==> src/rtl/decade_ctrl_pkg.sv <==
// Shared types and constants for the decade counter sequencing controller.
package decade_ctrl_pkg;

  typedef enum logic [2:0] {
    StClear  = 3'd0,
    StIdle   = 3'd1,
    StRun    = 3'd2,
    StPaused = 3'd3,
    StDone   = 3'd4
  } ctrl_state_e;

  localparam logic [3:0] BCD_MAX_DIGIT = 4'd9;
  localparam int unsigned CLEAR_CYCLES = 2;

  typedef logic [1:0] clr_cnt_t;

  typedef struct packed {
    logic [3:0] hundreds;
    logic [3:0] tens;
    logic [3:0] ones;
  } bcd3_t;

  function automatic logic bcd3_valid(bcd3_t v);
    return (v.hundreds <= BCD_MAX_DIGIT) && (v.tens <= BCD_MAX_DIGIT) &&
           (v.ones <= BCD_MAX_DIGIT);
  endfunction

endpackage

==> src/rtl/prescale_tick.sv <==
// Modulo-PRESCALE cycle counter with hold (en low) and synchronous clear.
// tick is high in the last cycle of each period while advancing.
module prescale_tick #(
  parameter int unsigned PRESCALE   = 100,
  parameter int unsigned PRESCALE_W = $clog2(PRESCALE)
) (
  input  logic clk,
  input  logic reset,
  input  logic clear,
  input  logic en,
  output logic tick
);

  logic [PRESCALE_W-1:0] count_q, count_d;
  logic                  last;

  assign last = (count_q == PRESCALE_W'(PRESCALE - 1));
  assign tick = en && last;

  always_comb begin
    count_d = count_q;
    if (clear) begin
      count_d = '0;
    end else if (en) begin
      count_d = last ? '0 : count_q + 1'b1;
    end
  end

  always_ff @(posedge clk) begin
    if (reset) begin
      count_q <= '0;
    end else begin
      count_q <= count_d;
    end
  end

endmodule

==> src/rtl/decade_count_ctrl.sv <==
// Sequencing controller for the 3-digit BCD counter: clears it, issues prescaled
// enable pulses, and stops on a target match or flags saturation.
module decade_count_ctrl
  import decade_ctrl_pkg::*;
#(
  parameter int unsigned PRESCALE   = 100,
  parameter int unsigned PRESCALE_W = $clog2(PRESCALE)
) (
  input  logic       clk,
  input  logic       reset,
  input  logic       start,
  input  logic       stop,
  input  logic       clear,
  input  logic [3:0] target_ones,
  input  logic [3:0] target_tens,
  input  logic [3:0] target_hundreds,
  input  logic [3:0] ones,
  input  logic [3:0] tens,
  input  logic [3:0] hundreds,
  input  logic       saturation,
  output logic       cnt_enable,
  output logic       cnt_reset_n,
  output logic       busy,
  output logic       done,
  output logic       overflow_err,
  output logic       cfg_err
);

  ctrl_state_e state_q, state_d;
  clr_cnt_t    clr_cnt_q, clr_cnt_d;
  bcd3_t       target_q, target_d;
  bcd3_t       target_in, digits;
  logic        overflow_q, overflow_d;
  logic        cfg_err_d;
  logic        cnt_enable_q, cnt_reset_n_q, busy_q, done_q, cfg_err_q;
  logic        pre_en, pre_clear, pre_tick;

  assign target_in = {target_hundreds, target_tens, target_ones};
  assign digits    = {hundreds, tens, ones};

  always_comb begin
    state_d    = state_q;
    clr_cnt_d  = clr_cnt_q;
    target_d   = target_q;
    overflow_d = overflow_q;
    cfg_err_d  = 1'b0;
    pre_en     = 1'b0;

    if (clear) begin
      state_d    = StClear;
      clr_cnt_d  = clr_cnt_t'(CLEAR_CYCLES);
      overflow_d = 1'b0;
    end else begin
      case (state_q)
        StClear: begin
          if (clr_cnt_q <= clr_cnt_t'(1)) begin
            state_d = StIdle;
          end else begin
            clr_cnt_d = clr_cnt_q - 1'b1;
          end
        end
        StIdle: begin
          if (start) begin
            if (!bcd3_valid(target_in)) begin
              cfg_err_d = 1'b1;
            end else begin
              target_d = target_in;
              state_d  = (digits == target_in) ? StDone : StRun;
            end
          end
        end
        StRun: begin
          // Stop freezes the prescaler phase; the pending tick is not issued.
          if (stop) begin
            state_d = StPaused;
          end else if (digits == target_q) begin
            state_d = StDone;
          end else if (saturation) begin
            state_d    = StDone;
            overflow_d = 1'b1;
          end else begin
            pre_en = 1'b1;
          end
        end
        StPaused: begin
          if (start && !stop) begin
            state_d = StRun;
          end
        end
        StDone: begin
          state_d = StDone;
        end
        default: begin
          state_d   = StClear;
          clr_cnt_d = clr_cnt_t'(CLEAR_CYCLES);
        end
      endcase
    end

    pre_clear = !(state_d inside {StRun, StPaused});
  end

  prescale_tick #(
    .PRESCALE  (PRESCALE),
    .PRESCALE_W(PRESCALE_W)
  ) u_prescale_tick (
    .clk  (clk),
    .reset(reset),
    .clear(pre_clear),
    .en   (pre_en),
    .tick (pre_tick)
  );

  always_ff @(posedge clk) begin
    if (reset) begin
      state_q       <= StClear;
      clr_cnt_q     <= clr_cnt_t'(CLEAR_CYCLES);
      target_q      <= '0;
      overflow_q    <= 1'b0;
      cnt_enable_q  <= 1'b0;
      cnt_reset_n_q <= 1'b0;
      busy_q        <= 1'b0;
      done_q        <= 1'b0;
      cfg_err_q     <= 1'b0;
    end else begin
      state_q       <= state_d;
      clr_cnt_q     <= clr_cnt_d;
      target_q      <= target_d;
      overflow_q    <= overflow_d;
      cnt_enable_q  <= pre_tick;
      cnt_reset_n_q <= (state_d != StClear);
      busy_q        <= (state_d inside {StRun, StPaused});
      done_q        <= (state_d == StDone);
      cfg_err_q     <= cfg_err_d;
    end
  end

  assign cnt_enable   = cnt_enable_q;
  assign cnt_reset_n  = cnt_reset_n_q;
  assign busy         = busy_q;
  assign done         = done_q;
  assign overflow_err = overflow_q;
  assign cfg_err      = cfg_err_q;

endmodule

==> config.mk <==
export PLATFORM = sky130hd
export DESIGN_NAME = decade_count_ctrl
export DESIGN_NICKNAME = d
export VERILOG_FILES = /design/src/rtl/decade_ctrl_pkg.sv /design/src/rtl/prescale_tick.sv /design/src/rtl/decade_count_ctrl.sv
export SDC_FILE = /design/constraint.sdc
export NUM_CORES = 1
export LEC_CHECK = 0
export ABC_AREA = 1
export ABC_CLOCK_PERIOD_IN_PS = 4650
export BUFFER_PORTS_ARGS = -buffer_cell sky130_fd_sc_hd__buf_4
export CAP_MARGIN = 20
export CORE_ASPECT_RATIO = 1.25
export CORE_MARGIN = 3
export CORE_UTILIZATION = 55
export DETAILED_ROUTE_END_ITERATION = 7
export GPL_TIMING_DRIVEN = 0
export HOLD_SLACK_MARGIN = 0.15
export PLACE_DENSITY_LB_ADDON = 0.15
export SYNTH_ARGS = -nofsm -noshare
export SYNTH_HDL_FRONTEND = slang
export SYNTH_HIERARCHICAL = 1
export SYNTH_SLANG_ARGS = --single-unit
==> constraint.sdc <==
create_clock -name clk -period 4.65 [get_ports clk]
set_clock_uncertainty 0.2 [all_clocks]
set_input_delay 0.93 -clock clk [delete_from_list [all_inputs] [get_ports clk]]
set_output_delay 0.93 -clock clk [all_outputs]
set_load 0.005 [all_outputs]
==> metrics <==
Startpoint Class=input port; Final GP Congestion=roughly 0.80; clk_lat worst skew=330 ps; first-pass GRT wire length=6486 µm; syn avg cell area=6.300 µm²; initial drt markers=69; wire length per cell=10.43 µm; max cap viols=0; core box area=3028 µm²; DR pass1 iterations=4; Seq cells post-synth=30; DR DRC count=0; internal power=395.9 µW; CTS resizes=0; Tcrit/Tclk final=60.02%; gr ovfl total=0; Comb pwr share=13.6%; root buf cell=clkbuf_4; Final Hold Vio Count=0; leakage power=0.001100 µW; most common cell after layout, fill and taps aside=nand2_1; fin crit period=2791 ps; TritonCTS Buffers=5; vias in the first global route=between 1500 and 2000; synth top area cells=dfxtp_1, nand2_1, inv_1; largest net degree at the start of global routing=11; sequential area share after synthesis=33.80%; placed insts=353; clock sinks=30; power per cell area=242.4 nW/µm²; Max clock buf depth=2; worst min-delay path class=reg -> reg; hold buffer count at CTS=0; CTS tree=yes; Syn Inst Count=282; max-slew violations=0; Power, Total=524.3 µW; Clock power frac=approximately 37%; most frequent cells in the layout=nand2_1, inv_1, buf_4, dfxtp_1, nor2_1; Site Rows=22; CTS clk-pin slew, worst paths=90 ps; Req. time, crit path=4680 ps; Slew HR=30.07%; setup bufs post-CTS=0; final std cells w/o fill=361; status=finished clean; critical path endpoint category=flop; Post-DP HPWL=slightly above 3000 µm; Sw Share=24.49%; Switch Pwr=128.4 µW; Flop pwr share=between 40% and 50%; flop2flop setup slack=2200 ps; crit-path max FO=5; synth warn=6; cell taking the most area after synthesis=dfxtp_1; Cell variety after synth=29; H-tree Lvls=2; die height=slightly below 70 µm; Initial Utilization=58.68%; mapped cell area=1777 µm²; antenna violations before repair=0; layout cell share with drive strength beyond 1=20.00%; PortBufs=35; CP Class=in -> reg; setup TNS=0 ps; die span in x=approximately 57 µm; top cell type's share of synthesized area=33.80%; Nets=356; ant diodes=0; Ports=36; Max Fclk=358.3 MHz; Via-to-Cell Ratio=4.864; Syn Nets=314; RSZ-0062 raised after global routing=no; Peak VDD IR=0.2171 mV; Worst-Margin Slew=1039 ps; Post-Route WL=roughly 3800 µm; Antenna Nets Post-Route=0; vias=1756; All-Layer GR Usage=roughly 20%; arrival time worst endpoint=2820 ps; Setup Viol. Count Final=0; synthesis-to-layout area growth=21.76%; die area=3953 µm²
==> area by class of cell <==
cell class                      count  area (µm²)
Tap cell                           36       45.04
Buffer                              2       22.52
Fill cell                         268       864.6
Timing Repair Buffer               35       262.8
Multi-Input combinational cell    195       947.2
Inverter                           55       206.4
Clock buffer                        8       78.83
Sequential cell                    30       600.6
==> layer usage <==
metal | track usage [%] | vias to the layer above | part of all wire, %
met3 | 5.400 | 9 | 5.6
met1 | 23.48 | 760 | 44
met4 | 7.732 | 0 | 1.6
met2 | 35.48 | 44 | 49
met5 | 0 | - | 0
li1 | - | 943 | -
==> cells by family (layout without fill, tap and decap cells) <==
logic type      count (synthesis)  in the layout  synth area share [%]
compound gates                 35             35                 10.92
fa+ha+maj                       2              2                 1.408
xor+xnor                        7              7                 3.451
flops                          30             30                 33.80
simple gates                  150            150                 36.97
mux                             1              1                0.5634
buf+inv                        57            100                 12.89
==> power groups by stage <==
stage	Sequential (µW)	Combinational [µW]	Clock, µW
after global routing	262	81.2	209
final	261	71.5	192
after floorplan	267	35.9	0
after global placement	267	70.2	0
after CTS	261	71.9	200
after detailed placement	267	71.5	0
==> through the flow <==
step                      util [%]  instance area [µm²]  worst slack [ps]  hold WS (ps)
after floorplan                  -                 1777              1880         236.3
after global placement       68.84                 2085              1498         251.5
after detailed placement     68.84                 2085              1508         259.2
after CTS                    71.45                 2163              1864         274.9
after global routing         71.45                 2163              1596         297.1
final                        71.45                 2163              1859         272.2
==> critical path: stages <==
cell and delay [ps]:
buf_4 90, inv_1 40, nand2_1 60, nand2_1 50
nand2_1 70, nor2_1 50, nand3_1 120, nand2_1 80
nor4_1 790, nand2_2 190, nor2_4 160, nand3_1 70
nand2_1 80, nor2_2 30
==> Yosys cell counts (all sizes together) <==
library cell  number
nor4               1
inv               55
a31oi              1
a211oi             1
o21ai             17
nor3               1
nand2            100
nand3             14
xor2               1
nand4              2
a21oi             15
xnor2              6
or2                1
mux2i              1
nor2              30
buf                2
o211ai             1
dfxtp             30
nor3b              1
ha                 2
==> flip-flops by register name, summed over array words and instances (netlist names) <==
signal,count
busy,1
cfg_err,1
clr_cnt_q,2
cnt_enable,1
cnt_reset_n,1
done,1
overflow_err,1
state_q,3
target_q,12
u_prescale_tick/count_q,7
==> final timing paths <==
| check | startpoint | endpoint | depth (start not counted) |
|---|---|---|---|
| setup / recovery | ones[0] | u_prescale_tick/count_q[6] | 14 |
| hold / removal | target_q[7] | target_q[7] | 2 |
| setup reg to reg | target_q[1] | u_prescale_tick/count_q[6] | 13 |
| hold reg to reg | target_q[7] | target_q[7] | 2 |
(Power assumes the default switching activity.)
